`config.mk`:
```
export PLATFORM = sky130hd
export DESIGN_NAME = pipemem_stage
export DESIGN_NICKNAME = d
export VERILOG_FILES = /design/src/rtl/pipe_pkg.sv /design/src/rtl/pipemwreg.sv /design/src/rtl/pipemem_stage.sv
export SDC_FILE = /design/constraint.sdc
export NUM_CORES = 1
export LEC_CHECK = 0
export BUFFER_PORTS_ARGS = -buffer_cell sky130_fd_sc_hd__buf_2
export CELL_PAD_IN_SITES_DETAIL_PLACEMENT = 1
export CELL_PAD_IN_SITES_GLOBAL_PLACEMENT = 1
export CORE_ASPECT_RATIO = 0.8
export CORE_UTILIZATION = 33
export DETAILED_ROUTE_END_ITERATION = 10
export PLACE_DENSITY_LB_ADDON = 0.1
export SYNTH_ARGS = -nofsm -noshare
export SYNTH_HDL_FRONTEND = slang
export SYNTH_HIERARCHICAL = 1
export SYNTH_SLANG_ARGS = --single-unit
```
`constraint.sdc`:
```
create_clock -name clock -period 2 [get_ports clock]
set_input_delay 0.3 -clock clock [delete_from_list [all_inputs] [get_ports clock]]
set_output_delay 0.3 -clock clock [all_outputs]
set_load 0.02 [all_outputs]
```
`src/rtl/pipe_pkg.sv`:
```
// Shared definitions for the pipeline MEM stage.
//   DW          : data / address width
//   RW          : register-number width
//   mem_state_e : MEM-stage handshake FSM encoding (IDLE=0, WAIT=1)
package pipe_pkg;

    localparam int DW = 32;
    localparam int RW = 5;

    // Wide enough for any MAX_WAIT in 1..255
    localparam int CNT_W = 8;

    typedef enum logic {
        ST_IDLE = 1'b0,
        ST_WAIT = 1'b1
    } mem_state_e;

endpackage

```
`src/rtl/pipemwreg.sv`:
```
// MEM/WB pipeline register.
// load_i=1 captures the instruction leaving MEM. load_i=0 inserts a bubble:
// the write enables clear and the data fields hold their previous values.
//   clock, resetn : clock and async active-low reset
//   load_i        : capture (1) or bubble (0)
//   *_i           : next MEM/WB contents
//   *_o           : MEM/WB register outputs toward writeback
module pipemwreg
    import pipe_pkg::*;
#(
    parameter int DW = pipe_pkg::DW,
    parameter int RW = pipe_pkg::RW
) (
    input  logic          clock,
    input  logic          resetn,
    input  logic          load_i,
    input  logic          wreg_i,
    input  logic          m2reg_i,
    input  logic [DW-1:0] mo_i,
    input  logic [DW-1:0] alu_i,
    input  logic [RW-1:0] rn_i,
    output logic          wreg_o,
    output logic          m2reg_o,
    output logic [DW-1:0] mo_o,
    output logic [DW-1:0] alu_o,
    output logic [RW-1:0] rn_o
);

    logic          wreg_q, m2reg_q;
    logic [DW-1:0] mo_q, alu_q;
    logic [RW-1:0] rn_q;

    always_ff @(posedge clock or negedge resetn) begin
        if (!resetn) begin
            wreg_q  <= 1'b0;
            m2reg_q <= 1'b0;
            mo_q    <= '0;
            alu_q   <= '0;
            rn_q    <= '0;
        end else if (load_i) begin
            wreg_q  <= wreg_i;
            m2reg_q <= m2reg_i;
            mo_q    <= mo_i;
            alu_q   <= alu_i;
            rn_q    <= rn_i;
        end else begin
            // Bubble: nothing is written back, data fields keep their value
            wreg_q  <= 1'b0;
            m2reg_q <= 1'b0;
        end
    end

    assign wreg_o  = wreg_q;
    assign m2reg_o = m2reg_q;
    assign mo_o    = mo_q;
    assign alu_o   = alu_q;
    assign rn_o    = rn_q;

endmodule

```
`src/rtl/pipemem_stage.sv`:
```
// MEM stage: issues data-memory accesses with a req/ack handshake, stalls
// the upstream pipeline while an access is outstanding, aborts an access
// after MAX_WAIT wait cycles without ack, and owns the MEM/WB register.
//
// state | meaning
// ------+-------------------------------------------------------------
// IDLE  | no access outstanding; a memop issues req combinationally
// WAIT  | access outstanding, cnt_q counts wait cycles since issue
//
// Ports:
//   clock, resetn                  : clock, async active-low reset
//   mwreg, mm2reg, mwmem, malu, mb, mrn : EX/MEM register inputs
//   dmem_req/we/addr/wdata         : data-memory request side
//   dmem_ack, dmem_rdata           : data-memory response side
//   mstall                         : freeze upstream stages this cycle
//   merr                           : one-cycle pulse on timeout abort
//   wwreg, wm2reg, wmo, walu, wrn  : MEM/WB register outputs
module pipemem_stage
    import pipe_pkg::*;
#(
    parameter int DW       = pipe_pkg::DW,
    parameter int RW       = pipe_pkg::RW,
    parameter int MAX_WAIT = 15
) (
    input  logic          clock,
    input  logic          resetn,
    input  logic          mwreg,
    input  logic          mm2reg,
    input  logic          mwmem,
    input  logic [DW-1:0] malu,
    input  logic [DW-1:0] mb,
    input  logic [RW-1:0] mrn,
    output logic          dmem_req,
    output logic          dmem_we,
    output logic [DW-1:0] dmem_addr,
    output logic [DW-1:0] dmem_wdata,
    input  logic          dmem_ack,
    input  logic [DW-1:0] dmem_rdata,
    output logic          mstall,
    output logic          merr,
    output logic          wwreg,
    output logic          wm2reg,
    output logic [DW-1:0] wmo,
    output logic [DW-1:0] walu,
    output logic [RW-1:0] wrn
);

    localparam logic [CNT_W-1:0] CNT_MAX = CNT_W'(MAX_WAIT);

    mem_state_e        state_q, state_d;
    logic [CNT_W-1:0]  cnt_q, cnt_d;
    logic              merr_q;

    logic              memop;
    logic              done;
    logic              abort;
    logic              wb_load;
    logic [DW-1:0]     wb_mo;

    assign memop = mm2reg | mwmem;

    // Request is gated by resetn so it drops the instant reset asserts,
    // even while the frozen EX/MEM still presents a memory instruction.
    assign dmem_req   = resetn & (((state_q == ST_IDLE) & memop) | (state_q == ST_WAIT));
    assign dmem_we    = mwmem & ~mm2reg;
    assign dmem_addr  = malu;
    assign dmem_wdata = mb;

    assign done   = dmem_req & dmem_ack;
    assign abort  = (state_q == ST_WAIT) & (cnt_q == CNT_MAX) & ~dmem_ack;
    assign mstall = dmem_req & ~dmem_ack & ~abort;

    always_comb begin
        state_d = state_q;
        cnt_d   = cnt_q;
        unique case (state_q)
            ST_IDLE: begin
                if (memop && !dmem_ack) begin
                    state_d = ST_WAIT;
                    cnt_d   = CNT_W'(1);
                end
            end
            ST_WAIT: begin
                if (dmem_ack || abort) begin
                    state_d = ST_IDLE;
                    cnt_d   = '0;
                end else begin
                    cnt_d = cnt_q + CNT_W'(1);
                end
            end
            default: begin
                state_d = ST_IDLE;
                cnt_d   = '0;
            end
        endcase
    end

    always_ff @(posedge clock or negedge resetn) begin
        if (!resetn) begin
            state_q <= ST_IDLE;
            cnt_q   <= '0;
            merr_q  <= 1'b0;
        end else begin
            state_q <= state_d;
            cnt_q   <= cnt_d;
            merr_q  <= abort;
        end
    end

    assign merr = merr_q;

    // Retire into MEM/WB when there is nothing to wait for or the access
    // just completed; stalls and aborts both become bubbles.
    assign wb_load = ~memop | done;
    assign wb_mo   = mm2reg ? dmem_rdata : '0;

    pipemwreg #(
        .DW (DW),
        .RW (RW)
    ) u_mwreg (
        .clock   (clock),
        .resetn  (resetn),
        .load_i  (wb_load),
        .wreg_i  (mwreg),
        .m2reg_i (mm2reg),
        .mo_i    (wb_mo),
        .alu_i   (malu),
        .rn_i    (mrn),
        .wreg_o  (wwreg),
        .m2reg_o (wm2reg),
        .mo_o    (wmo),
        .alu_o   (walu),
        .rn_o    (wrn)
    );

endmodule

```
* Word-level counts from Yosys, hierarchy flattened
Cells that the tools add are included.
Word-level totals: register bits 81, input bits 107, output and inout bits 139, logic and storage cells 39
Cells by class: add/sub/neg operators 1, equal/unequal tests 2, mux-type cells 9, bitwise operators 16, reduce and logical (&&, ||, !) cells 3
Operators with widths (count):
- $mux 32 | 1
- $mux 8 | 2
- $pmux 8 s2 | 1
- $add 8x1->8 const B | 1
- $and 1x1->1 | 8
- $eq 8x4->1 const B | 1
- $not 1->1 | 5
- $mux 1 | 4
- $or 1x1->1 | 3
- $ne 2x1->1 const B | 1
- $pmux 1 s2 | 1
- $logic_and 1x1->1 | 1
- $logic_not 1->1 | 1
- $logic_or 1x1->1 | 1

* Depth between registers and ports, before layout
depth in word-level cells 7, depth in mapped cells 5, depth with buffers taken out 5

* Cells and area by module
The synthesis kept the hierarchy.
By module, submodules not included:
- pipemwreg | instances 1, cells each 150, area each 2967.8 µm², seq. area each 1776.7 µm²
- pipemem_stage | instances 1, cells each 157, area each 1258.7 µm², seq. area each 250.2 µm²

* Worst setup path before layout
OpenSTA, ideal clock, no wires.
path kind register to output, start register cnt_q[5], end output port mstall, arrival 1.237 ns, required time 1.700 ns, slack 0.463 ns, stages on the path, launching flop included 4, buffers on the path 0, path through dfrtp_1 > or3_4 > nor3_4 > a21oi_1
On the way: longest elaborated chain between the ends 5
RTL lines:
- start, declared | line pipemem_stage.sv:51 | logic [CNT_W-1:0] cnt_q, cnt_d;
- start signal, assigned | line pipemem_stage.sv:105 | cnt_q <= cnt_d;
- $eq 8x4->1 | line pipemem_stage.sv:70 | assign abort = (state_q == ST_WAIT) & (cnt_q == CNT_MAX) & ~dmem_ack;
- $and 1x1->1 (2 in series) | line pipemem_stage.sv:70
- $not 1->1 | line pipemem_stage.sv:71 | assign mstall = dmem_req & ~dmem_ack & ~abort;
- $and 1x1->1 | line pipemem_stage.sv:71
- end, declared | line pipemem_stage.sv:39 | output logic mstall,
No other way between the ends.

* Worst setup path in the final report
Ends and elaborated chain as after synthesis.

==> run metrics <==
total clock sinks=81; most frequent cell after synthesis=dfrtp_1; I/O pin total=246; Cells after Synth=307; Post-Route Skew=approximately 0.0052 ns; multi-input logic area=0.00156 mm2; Slew Viols, Final=0; met2 Resource Use GR=23.1%; Synth top cells by count=dfrtp_1, mux2_4, buf_4; Hold Vio Cnt, Final=0; die height=around 100 um; post-synthesis cell type count=33; Initial Utilization=34.2%; share of layout cells above drive strength 1=between 60% and 70%; grt met3 use=5.35%; ys flop type=dfrtp_1; IO Port Bufs=181; Clock Latency Late Sink=0.33 ns; Synth Net Count=about 420; Yosys warning count=6; total chip power=4.84 mW; DP HPWL=just under 7 mm; slowest stage delay, CP=0.44 ns; status=finished, final reports clean; final setup fails=0; R2R Path Start=cnt_q[5]$_DFFE_PN0P_; Critical Path Source Type=register; cts bufs inserted=9; Initial DRC Count=73; CTS tree=built; gr busiest metal=met2; DR WL/cell=about 16 um; static leakage=2.70 nW; worst hold path cell count=2; EDFF count, synth=0; clk root buf=clkbuf_16; worst hold start=mrn[0]; critical path class=reg -> out; Final Cycle Share=95.4%; post-synthesis sequential area ratio=48.0%; CP max-delay cell=dfrtp_1; Required @ worst endpoint=1.70 ns; setup TNS=0 ns; CP Data Arrival Time=1.61 ns; Slew @ Worst Pin=a little over 0.8 ns; CORE AREA=0.0123 mm2; fraction of synthesized cell area taken by the top area cell type=between 40% and 50%; largest net degree at the start of global routing=63; hold worst-path end=u_mwreg/rn_o[0]$_DFFE_PN0P_; reg2reg end=cnt_q[3]$_DFFE_PN0P_; GR Util met1=19.2%; Clock Tree Buf Depth=2; Max Clock Freq=524 MHz; cell breakdown of the critical path=or3_4 -> nor3_4 -> a21oi_2 -> buf_4; Critical path origin=cnt_q[5]$_DFFE_PN0P_; synth top area cells=dfrtp_1, mux2_4, buf_4, and2_1, buf_12; Synth Cell Area=0.00423 mm2; vias in the first global route=2632; DRC=0; clk slew on worst S/H paths=approximately 0.06 ns; All-Layer GR Usage=14.6%; register area=0.00203 mm2; average size of a mapped cell=between 10 and 15 um2; gr ovfl total=0; Max-slew headroom=between 40% and 50%; ys async rst share=100%; CP Max Fanout=6; Synth-to-Final Area Change=21.0%; chip width=129 um; H-tree depth=3; Worst IR Drop VDD=about 420 uV; count of state elements after synthesis=slightly above 80; Initial DRT Pass Iterations=4; Final min period=1.91 ns; max cap viols=0; R2R depth=5; vias per cell=4.39; reg2reg setup slack=0.43 ns; gpl congestion=slightly above 0.7; initial antenna violation count=0; Nets=537; ant diodes=0; RSZ-0062 raised after global routing=no; Post-DRT Antenna Nets=0; Hold WC Path Type=in -> reg; fill cell count=1365; num rows=36; die area=0.0133 mm2; first-pass GRT wire length=14.7 mm; DR vias=roughly 2700; dominant cell type by area after synthesis=dfrtp_1; pwr dens=946 mW/mm2; final WL=9.70 mm; CP Capture Type=primary output
-- power breakdown --
part / total, mW / switching, mW / internal [mW]
logic: 1.15 / 0.609 / 0.537
registers: 1.96 / 0.119 / 1.84
clock network: 1.74 / 0.654 / 1.08
-- timing repair --
action,in CTS,in global routing
buffers inserted,1,1
gates resized for setup,0,3
endpoints found under the setup margin,1,1
gates cloned,0,0
hold buffers,1,0
pin swaps,1,0
endpoints found under the hold margin,19,0
-- sequential cells by signal, summed over array words and instances, names as in the netlist --
name / count
u_mwreg/mo_o: 32
state_q: 1
merr: 1
u_mwreg/rn_o: 5
u_mwreg/alu_o: 32
cnt_q: 8
u_mwreg/wreg_o: 1
u_mwreg/m2reg_o: 1
-- worst max path at each step --
stage | to | slack [ns] | depth (start not counted)
4_1_cts | mstall | 0.03 | 6
2_1_floorplan | mstall | 0.46 | 3
6_report | mstall | 0.09 | 4
5_1_grt | mstall | 0.005 | 5
3_5_place_dp | mstall | 0.29 | 4
3_3_place_gp | mstall | 0.34 | 4
-- per-stage QoR --
step	util (%)	cells	hold WS, ns	cell area [um2]	setup slack [ns]
finish	41.4	604	0.199	5110	0.0911
global route	41.4	604	0.187	5110	0.00549
CTS	41.3	603	0.182	5090	0.0323
detailed placement	38.6	586	0.340	4770	0.295
global placement	38.6	586	0.343	4770	0.336
floorplan	-	307	0.00441	4230	0.463
-- critical path: cells and delay by family (launching register included) --
family | cells | cell delay (ns)
and+or+nand+nor | 2 | 0.58
buffers and inverters | 1 | 0.17
DFF | 1 | 0.44
AOI/OAI and AO/OA | 1 | 0.09
-- cell type report --
cell class | count | area share, %
flip-flops and latches | 81 | 39.6
multi-input cells | 148 | 30.6
repair buffers | 189 | 19.5
clock buffers | 9 | 4.41
well taps | 171 | 4.19
clock inverters | 6 | 1.64
-- cell usage in the layout (no fill, tap or decap), types with 2 or more instances in the layout --
| cell type | Yosys | final |
|---|---|---|
| and3_1 | 2 | 2 |
| mux2_4 | 68 | 68 |
| o31ai_1 | 5 | 5 |
| clkinv_2 | 0 | 3 |
| nand2b_1 | 3 | 3 |
| buf_2 | 2 | 179 |
| a31oi_1 | 2 | 2 |
| nor2_1 | 5 | 5 |
| bufinv_16 | 0 | 2 |
| buf_12 | 6 | 2 |
| o21ai_0 | 6 | 6 |
| dfrtp_1 | 81 | 81 |
| o21a_1 | 2 | 2 |
| buf_4 | 64 | 7 |
| nand3_1 | 3 | 2 |
| and2_1 | 34 | 34 |
| clkbuf_16 | 0 | 9 |
-- kinds of logic after synthesis --
family	share of synthesized area, %
compound gates	3.88
fa+ha+maj	0.296
buf+inv	15.4
flops	48.0
mux	24.4
simple gates	8.02
-- metal layers --
metal,share of wire [%],vias to the layer above
li1,-,1217
met1,45,1303
met2,45,121
met3,8.6,12
met4,0.88,0
met5,0,-
No activity file was read; power rests on OpenSTA's default activity.
